File: src/rtl/gen_seq_genius.sv
// Genius colour-sequence generator: LFSR-filled sequence memory, timed one-hot playback
// and a registered random-access lookup for the player-input checker.
module gen_seq_genius #(
  parameter int unsigned N_CORES     = 4,
  parameter int unsigned SEQ_DEPTH   = 16,
  parameter logic [15:0] SEED        = 16'hACE1,
  parameter int unsigned SHOW_CYCLES = 4,
  parameter int unsigned GAP_CYCLES  = 2,
  localparam int unsigned ADDR_W     = $clog2(SEQ_DEPTH)
) (
  input  logic                 clk,
  input  logic                 rst_n,
  input  logic                 novo_jogo,
  input  logic                 tocar,
  input  logic [ADDR_W:0]      nivel,
  input  logic [ADDR_W-1:0]    consulta_addr,
  output logic [N_CORES-1:0]   saida,
  output logic [N_CORES-1:0]   consulta_cor,
  output logic                 pronto,
  output logic                 ocupado,
  output logic                 fim_toque
);

  localparam int unsigned CW    = $clog2(N_CORES);
  localparam int unsigned MAX_T = (SHOW_CYCLES > GAP_CYCLES) ? SHOW_CYCLES : GAP_CYCLES;
  localparam int unsigned TW    = (MAX_T > 1) ? $clog2(MAX_T) : 1;

  localparam logic [15:0]         LFSR_INIT = (SEED == 16'h0000) ? 16'h0001 : SEED;
  localparam logic [CW:0]         NC        = (CW+1)'(N_CORES);
  localparam logic [ADDR_W:0]     DEPTH_L   = (ADDR_W+1)'(SEQ_DEPTH);
  localparam logic [ADDR_W-1:0]   LAST_IDX  = (ADDR_W)'(SEQ_DEPTH - 1);
  localparam logic [TW-1:0]       SHOW_LAST = (TW)'(SHOW_CYCLES - 1);
  localparam logic [TW-1:0]       GAP_LAST  = (TW)'(GAP_CYCLES - 1);
  localparam logic [N_CORES-1:0]  ONE       = {{(N_CORES-1){1'b0}}, 1'b1};

  typedef enum logic [2:0] {StIdle, StFill, StReady, StShow, StGap} state_e;

  state_e              state_q, state_d;
  logic [15:0]         lfsr_q;
  logic                valid_q, valid_d;
  logic                bank_q, bank_d;
  logic [ADDR_W-1:0]   step_q, step_d;
  logic [ADDR_W:0]     len_q, len_d;
  logic [TW-1:0]       tmr_q, tmr_d;
  logic [N_CORES-1:0]  consulta_q;
  logic                mem_we;
  logic                fim;
  logic [CW:0]         colour_ext;
  logic [CW-1:0]       colour;
  logic [ADDR_W:0]     len_clamp;
  logic                last_step;

  // Two banks: FILL writes the inactive one so lookups keep seeing the previous sequence.
  logic [CW-1:0]       mem [2*SEQ_DEPTH];

  function automatic logic [N_CORES-1:0] onehot(input logic [CW-1:0] c);
    return ONE << c;
  endfunction

  always_comb begin
    colour_ext = {1'b0, lfsr_q[CW-1:0]};
    if (colour_ext >= NC) colour_ext = colour_ext - NC;
    colour = colour_ext[CW-1:0];
  end

  always_comb begin
    if (nivel == '0)          len_clamp = (ADDR_W+1)'(1);
    else if (nivel > DEPTH_L) len_clamp = DEPTH_L;
    else                      len_clamp = nivel;
  end

  assign last_step = ({1'b0, step_q} == (len_q - (ADDR_W+1)'(1)));

  always_ff @(posedge clk or negedge rst_n) begin
    if (!rst_n) begin
      state_q    <= StIdle;
      lfsr_q     <= LFSR_INIT;
      valid_q    <= 1'b0;
      bank_q     <= 1'b0;
      step_q     <= '0;
      len_q      <= '0;
      tmr_q      <= '0;
      consulta_q <= '0;
    end else begin
      state_q    <= state_d;
      lfsr_q     <= {1'b0, lfsr_q[15:1]} ^ (lfsr_q[0] ? 16'hB400 : 16'h0000);
      valid_q    <= valid_d;
      bank_q     <= bank_d;
      step_q     <= step_d;
      len_q      <= len_d;
      tmr_q      <= tmr_d;
      consulta_q <= valid_q ? onehot(mem[{bank_q, consulta_addr}]) : '0;
    end
  end

  always_ff @(posedge clk) begin
    if (mem_we) mem[{~bank_q, step_q}] <= colour;
  end

  always_comb begin
    state_d = state_q;
    valid_d = valid_q;
    bank_d  = bank_q;
    step_d  = step_q;
    len_d   = len_q;
    tmr_d   = tmr_q;
    mem_we  = 1'b0;
    fim     = 1'b0;
    unique case (state_q)
      StIdle: begin
        if (novo_jogo) begin
          state_d = StFill;
          step_d  = '0;
        end
      end
      StFill: begin
        mem_we = 1'b1;
        step_d = step_q + (ADDR_W)'(1);
        if (step_q == LAST_IDX) begin
          valid_d = 1'b1;
          bank_d  = ~bank_q;
          state_d = StReady;
        end
      end
      StReady: begin
        if (novo_jogo) begin
          state_d = StFill;
          step_d  = '0;
        end else if (tocar) begin
          len_d   = len_clamp;
          step_d  = '0;
          tmr_d   = '0;
          state_d = StShow;
        end
      end
      StShow: begin
        if (novo_jogo) begin
          state_d = StFill;
          step_d  = '0;
        end else if (tmr_q == SHOW_LAST) begin
          tmr_d   = '0;
          state_d = StGap;
        end else begin
          tmr_d = tmr_q + (TW)'(1);
        end
      end
      StGap: begin
        if (novo_jogo) begin
          state_d = StFill;
          step_d  = '0;
        end else if (tmr_q == GAP_LAST) begin
          tmr_d = '0;
          if (last_step) begin
            fim     = 1'b1;
            state_d = StReady;
          end else begin
            step_d  = step_q + (ADDR_W)'(1);
            state_d = StShow;
          end
        end else begin
          tmr_d = tmr_q + (TW)'(1);
        end
      end
      default: state_d = StIdle;
    endcase
  end

  assign saida        = (state_q == StShow) ? onehot(mem[{bank_q, step_q}]) : '0;
  assign pronto       = (state_q == StReady);
  assign ocupado      = (state_q == StFill) || (state_q == StShow) || (state_q == StGap);
  assign fim_toque    = fim;
  assign consulta_cor = consulta_q;

endmodule

File: config.mk
export PLATFORM = sky130hd
export DESIGN_NAME = gen_seq_genius
export DESIGN_NICKNAME = d
export VERILOG_FILES = /design/src/rtl/gen_seq_genius.sv
export SDC_FILE = /design/constraint.sdc
export NUM_CORES = 1
export LEC_CHECK = 0
export CAP_MARGIN = 5
export CORE_MARGIN = 5
export CORE_UTILIZATION = 54
export DETAILED_ROUTE_END_ITERATION = 12
export PLACE_DENSITY = 0.82
export SYNTH_ARGS = -nofsm -noshare
export SYNTH_HDL_FRONTEND = slang
export SYNTH_SLANG_ARGS = --single-unit
File: constraint.sdc
create_clock -name clk -period 3.9 [get_ports clk]
set_input_delay 0.78 -clock clk [delete_from_list [all_inputs] [get_ports clk]]
set_output_delay 0.78 -clock clk [all_outputs]
set_load 0.05 [all_outputs]
==> metrics.txt <==
flip-flop and latch count after synthesis=100; most frequently used flop master after synthesis=sky130_fd_sc_hd__edfxtp_1; worst setup slack for register-to-register paths=1.41 ns; maxcap violations=0; vertical extent of the die=105 µm; cell type contributing the most total cell area after synthesis=sky130_fd_sc_hd__edfxtp_1; Cells on Worst Hold Path=0; TritonCTS buffer count=9; most instantiated library cell after synthesis=sky130_fd_sc_hd__edfxtp_1; clock skew after layout=0.0112 ns; maximum achievable frequency=271 MHz; final hold viol count=0; vias in the first global route=3,206; Clock Tree Root=sky130_fd_sc_hd__clkbuf_8; post-cts hold buffer count=0; setup repair after global routing missed its margin=no; final critical-path share of the clock period=94.5%; Max Slew Vio Count=0; post-DP HPWL=7330 µm; met3 routed wirelength=913 µm; highest metal layer with signal wires=met4; drt pass-1 iters=5; worst path cell trace=mux4_2, a22o_1, a221oi_1, nand4_1, nor2_1, buf_12; met2 wire length=5100 µm; GR Overflow Total=0; Critical Path AT=2.91 ns; share of layout cells above drive strength 1=17.2%; cell count of the worst reg-to-reg path=5; worst-path maximum fanout=18; Crit-path slowest cell=sky130_fd_sc_hd__dfrtp_1; clock insertion delay at the later pin of the skew report=0.37 ns; number of enable-type register cells in the synthesized netlist=64; kind of end point of the critical path=primary output; clock sink count=100; startpoint of the lowest-slack hold path=lfsr_q[12]; Syn Area/Cell=13.2 µm²; net count reported at finish=418; Starting DRT DRC Count=286; setup violation total in the final timing report=0; top-level I/O count=24; power density relative to cell area=524 mW/mm²; number of diodes added for antenna fixing=0; Distinct cells, synth=49; Worst path max stage delay=0.90 ns; critical path launch point type=register; reg2reg start=step_q[2]; clock period minus worst slack=3.69 ns; count of buffers added by post-CTS timing repair for setup=0; clock tree from TritonCTS=done; Data required, critical path=3.12 ns; number of antenna violations at the first check in global routing=0; pre-CTS setup slack=0.524 ns; post-cts gate resize count=0; sequential cell area=0.00283 mm²; Syn Inst Count=373; die area=0.0111 mm²; Least-Margin Pin Slew=1.01 ns; maximum number of pins on one net before global-route repair=37; Initial Util=55.8%; average wire per cell in the routed design=20.6 µm; Leak Pwr=2.02 nW; most area-consuming cells after synthesis=sky130_fd_sc_hd__edfxtp_1, sky130_fd_sc_hd__dfrtp_1, sky130_fd_sc_hd__mux4_2, sky130_fd_sc_hd__dfstp_2, sky130_fd_sc_hd__nor2_1; Seq/Total Area, Yosys=57.6%; routed length on met1=4210 µm; Final TNS setup=0 ns; Async SR Flop Fraction=36.0%; synth warn=0; result of the run=finished clean; count of fill cells added during filler insertion=669; combined area of the multi-input logic cells=0.00195 mm²; PortBufs=23; net count after synthesis=394; clock transition time at the flip-flop clock pins of the worst setup and hold paths=0.10 ns; wire length of the first global-routing pass=16,900 µm; CTS H-tree depth=3; gpl congestion=0.919; remaining max-slew budget at the tightest pin=32.9%; post-route setup slack=0.213 ns; Global Route Usage Sum=19.5%; Commonest cells post-synth=sky130_fd_sc_hd__edfxtp_1, sky130_fd_sc_hd__nor2_1, sky130_fd_sc_hd__dfrtp_1; Reg2Reg Capture Point=step_q[0]; number of antenna-violating nets in the routed design=0; synthesized area=0.00492 mm²; share of Yosys cell area claimed by the top area cell type=39.1%; path type of the worst setup path=reg2out; post-detailed-route DRC marker count=0; Syn-to-layout area delta=11.1%; standard-cell rows=34; worst IR drop on VDD=272 µV; worst min-delay path endpoint=lfsr_q[11]; number of vias per cell after detailed routing=6.38; Vias=3,252; wire length reported by the detailed router=10,500 µm; width of the die=105 µm; type of the most critical hold path=reg2reg; number of buffers on the longest clock path=2; core box area=0.00881 mm²
## per-stage QoR
stage / instances / total power [W] / cell area [µm²] / util [%] / hold WS, ns
floorplan: 373 / 0.00199 / 4920 / - / 0.331
global placement: 494 / 0.00220 / 5270 / 59.9 / 0.336
detailed placement: 494 / 0.00225 / 5270 / 59.9 / 0.342
CTS: 510 / 0.00287 / 5460 / 62.0 / 0.361
global route: 510 / 0.00302 / 5460 / 62.0 / 0.366
finish: 510 / 0.00286 / 5460 / 62.0 / 0.360
## metal layers
| metal | vias to the layer above | GRT usage, % |
|---|---|---|
| met5 | - | 0 |
| li1 | 1441 | - |
| met3 | 34 | 5.87 |
| met4 | 0 | 6.94 |
| met2 | 178 | 31.4 |
| met1 | 1599 | 25.4 |
## sequential cells by signal, indices dropped and copies added (netlist names)
signal / cells
step_q: 4
valid_q: 1
bank_q: 1
mem: 64
tmr_q: 2
lfsr_q: 16
state_q: 3
consulta_cor: 4
len_q: 5
## cell usage in the layout (no fill, tap or decap), types with 9 or more instances in the layout
| cell | count |
|---|---|
| sky130_fd_sc_hd__clkdlybuf4s50_1 | 18 |
| sky130_fd_sc_hd__nand2b_1 | 10 |
| sky130_fd_sc_hd__mux2i_1 | 20 |
| sky130_fd_sc_hd__dfrtp_1 | 28 |
| sky130_fd_sc_hd__nand2_1 | 23 |
| sky130_fd_sc_hd__buf_4 | 9 |
| sky130_fd_sc_hd__nand3_1 | 11 |
| sky130_fd_sc_hd__inv_1 | 12 |
| sky130_fd_sc_hd__nor2_1 | 54 |
| sky130_fd_sc_hd__clkbuf_8 | 9 |
| sky130_fd_sc_hd__a21oi_1 | 12 |
| sky130_fd_sc_hd__edfxtp_1 | 64 |
| sky130_fd_sc_hd__mux4_2 | 25 |
## critical path, delay by kind of cell, from the launching register on
family                 cells  cell delay, ns
AOI/OAI and AO/OA          2            0.57
buffers and inverters      1            0.18
DFF                        1            0.90
muxes                      1            0.41
and+or+nand+nor            2            0.47
## power by group
part / internal (W) / switching, W / leakage [nW]
clock network: 0.000250 / 0.000389 / 0.100
registers: 0.00120 / 0.000117 / 1.05
logic: 0.000373 / 0.000530 / 0.864
total: 0.00183 / 0.00104 / 2.02
## worst max-delay path by stage
stage	from	endpoint	slack [ns]	cells after the start
finish	step_q[1]	saida[1]	0.21	6
global route	step_q[1]	saida[1]	0.18	6
CTS	step_q[1]	saida[1]	0.26	6
detailed placement	consulta_addr[0]	consulta_cor[0]	0.52	5
global placement	consulta_addr[0]	consulta_cor[0]	0.59	5
floorplan	step_q[0]	saida[0]	0.58	6
## final cells by class
class	instances	area share [%]
multi-input cells	244	35.7
clock inverters	7	1.21
inverters	12	0.825
clock buffers	9	2.27
repair buffers	30	5.64
well taps	108	2.47
flip-flops and latches	100	51.9
## cell families (layout without fill, tap and decap cells)
logic type                 Yosys count  in the layout  share of synthesized area (%)
AOI/OAI and AO/OA                   48             48                           7.08
xor gates and xnor gates             8              8                           1.43
adders and majority gates            8              8                           2.04
buffers and inverters               29             58                           2.70
DFF                                100            100                           57.6
muxes                               49             49                           16.4
and+or+nand+nor                    131            131                           12.7
(Power assumes the default switching activity.)
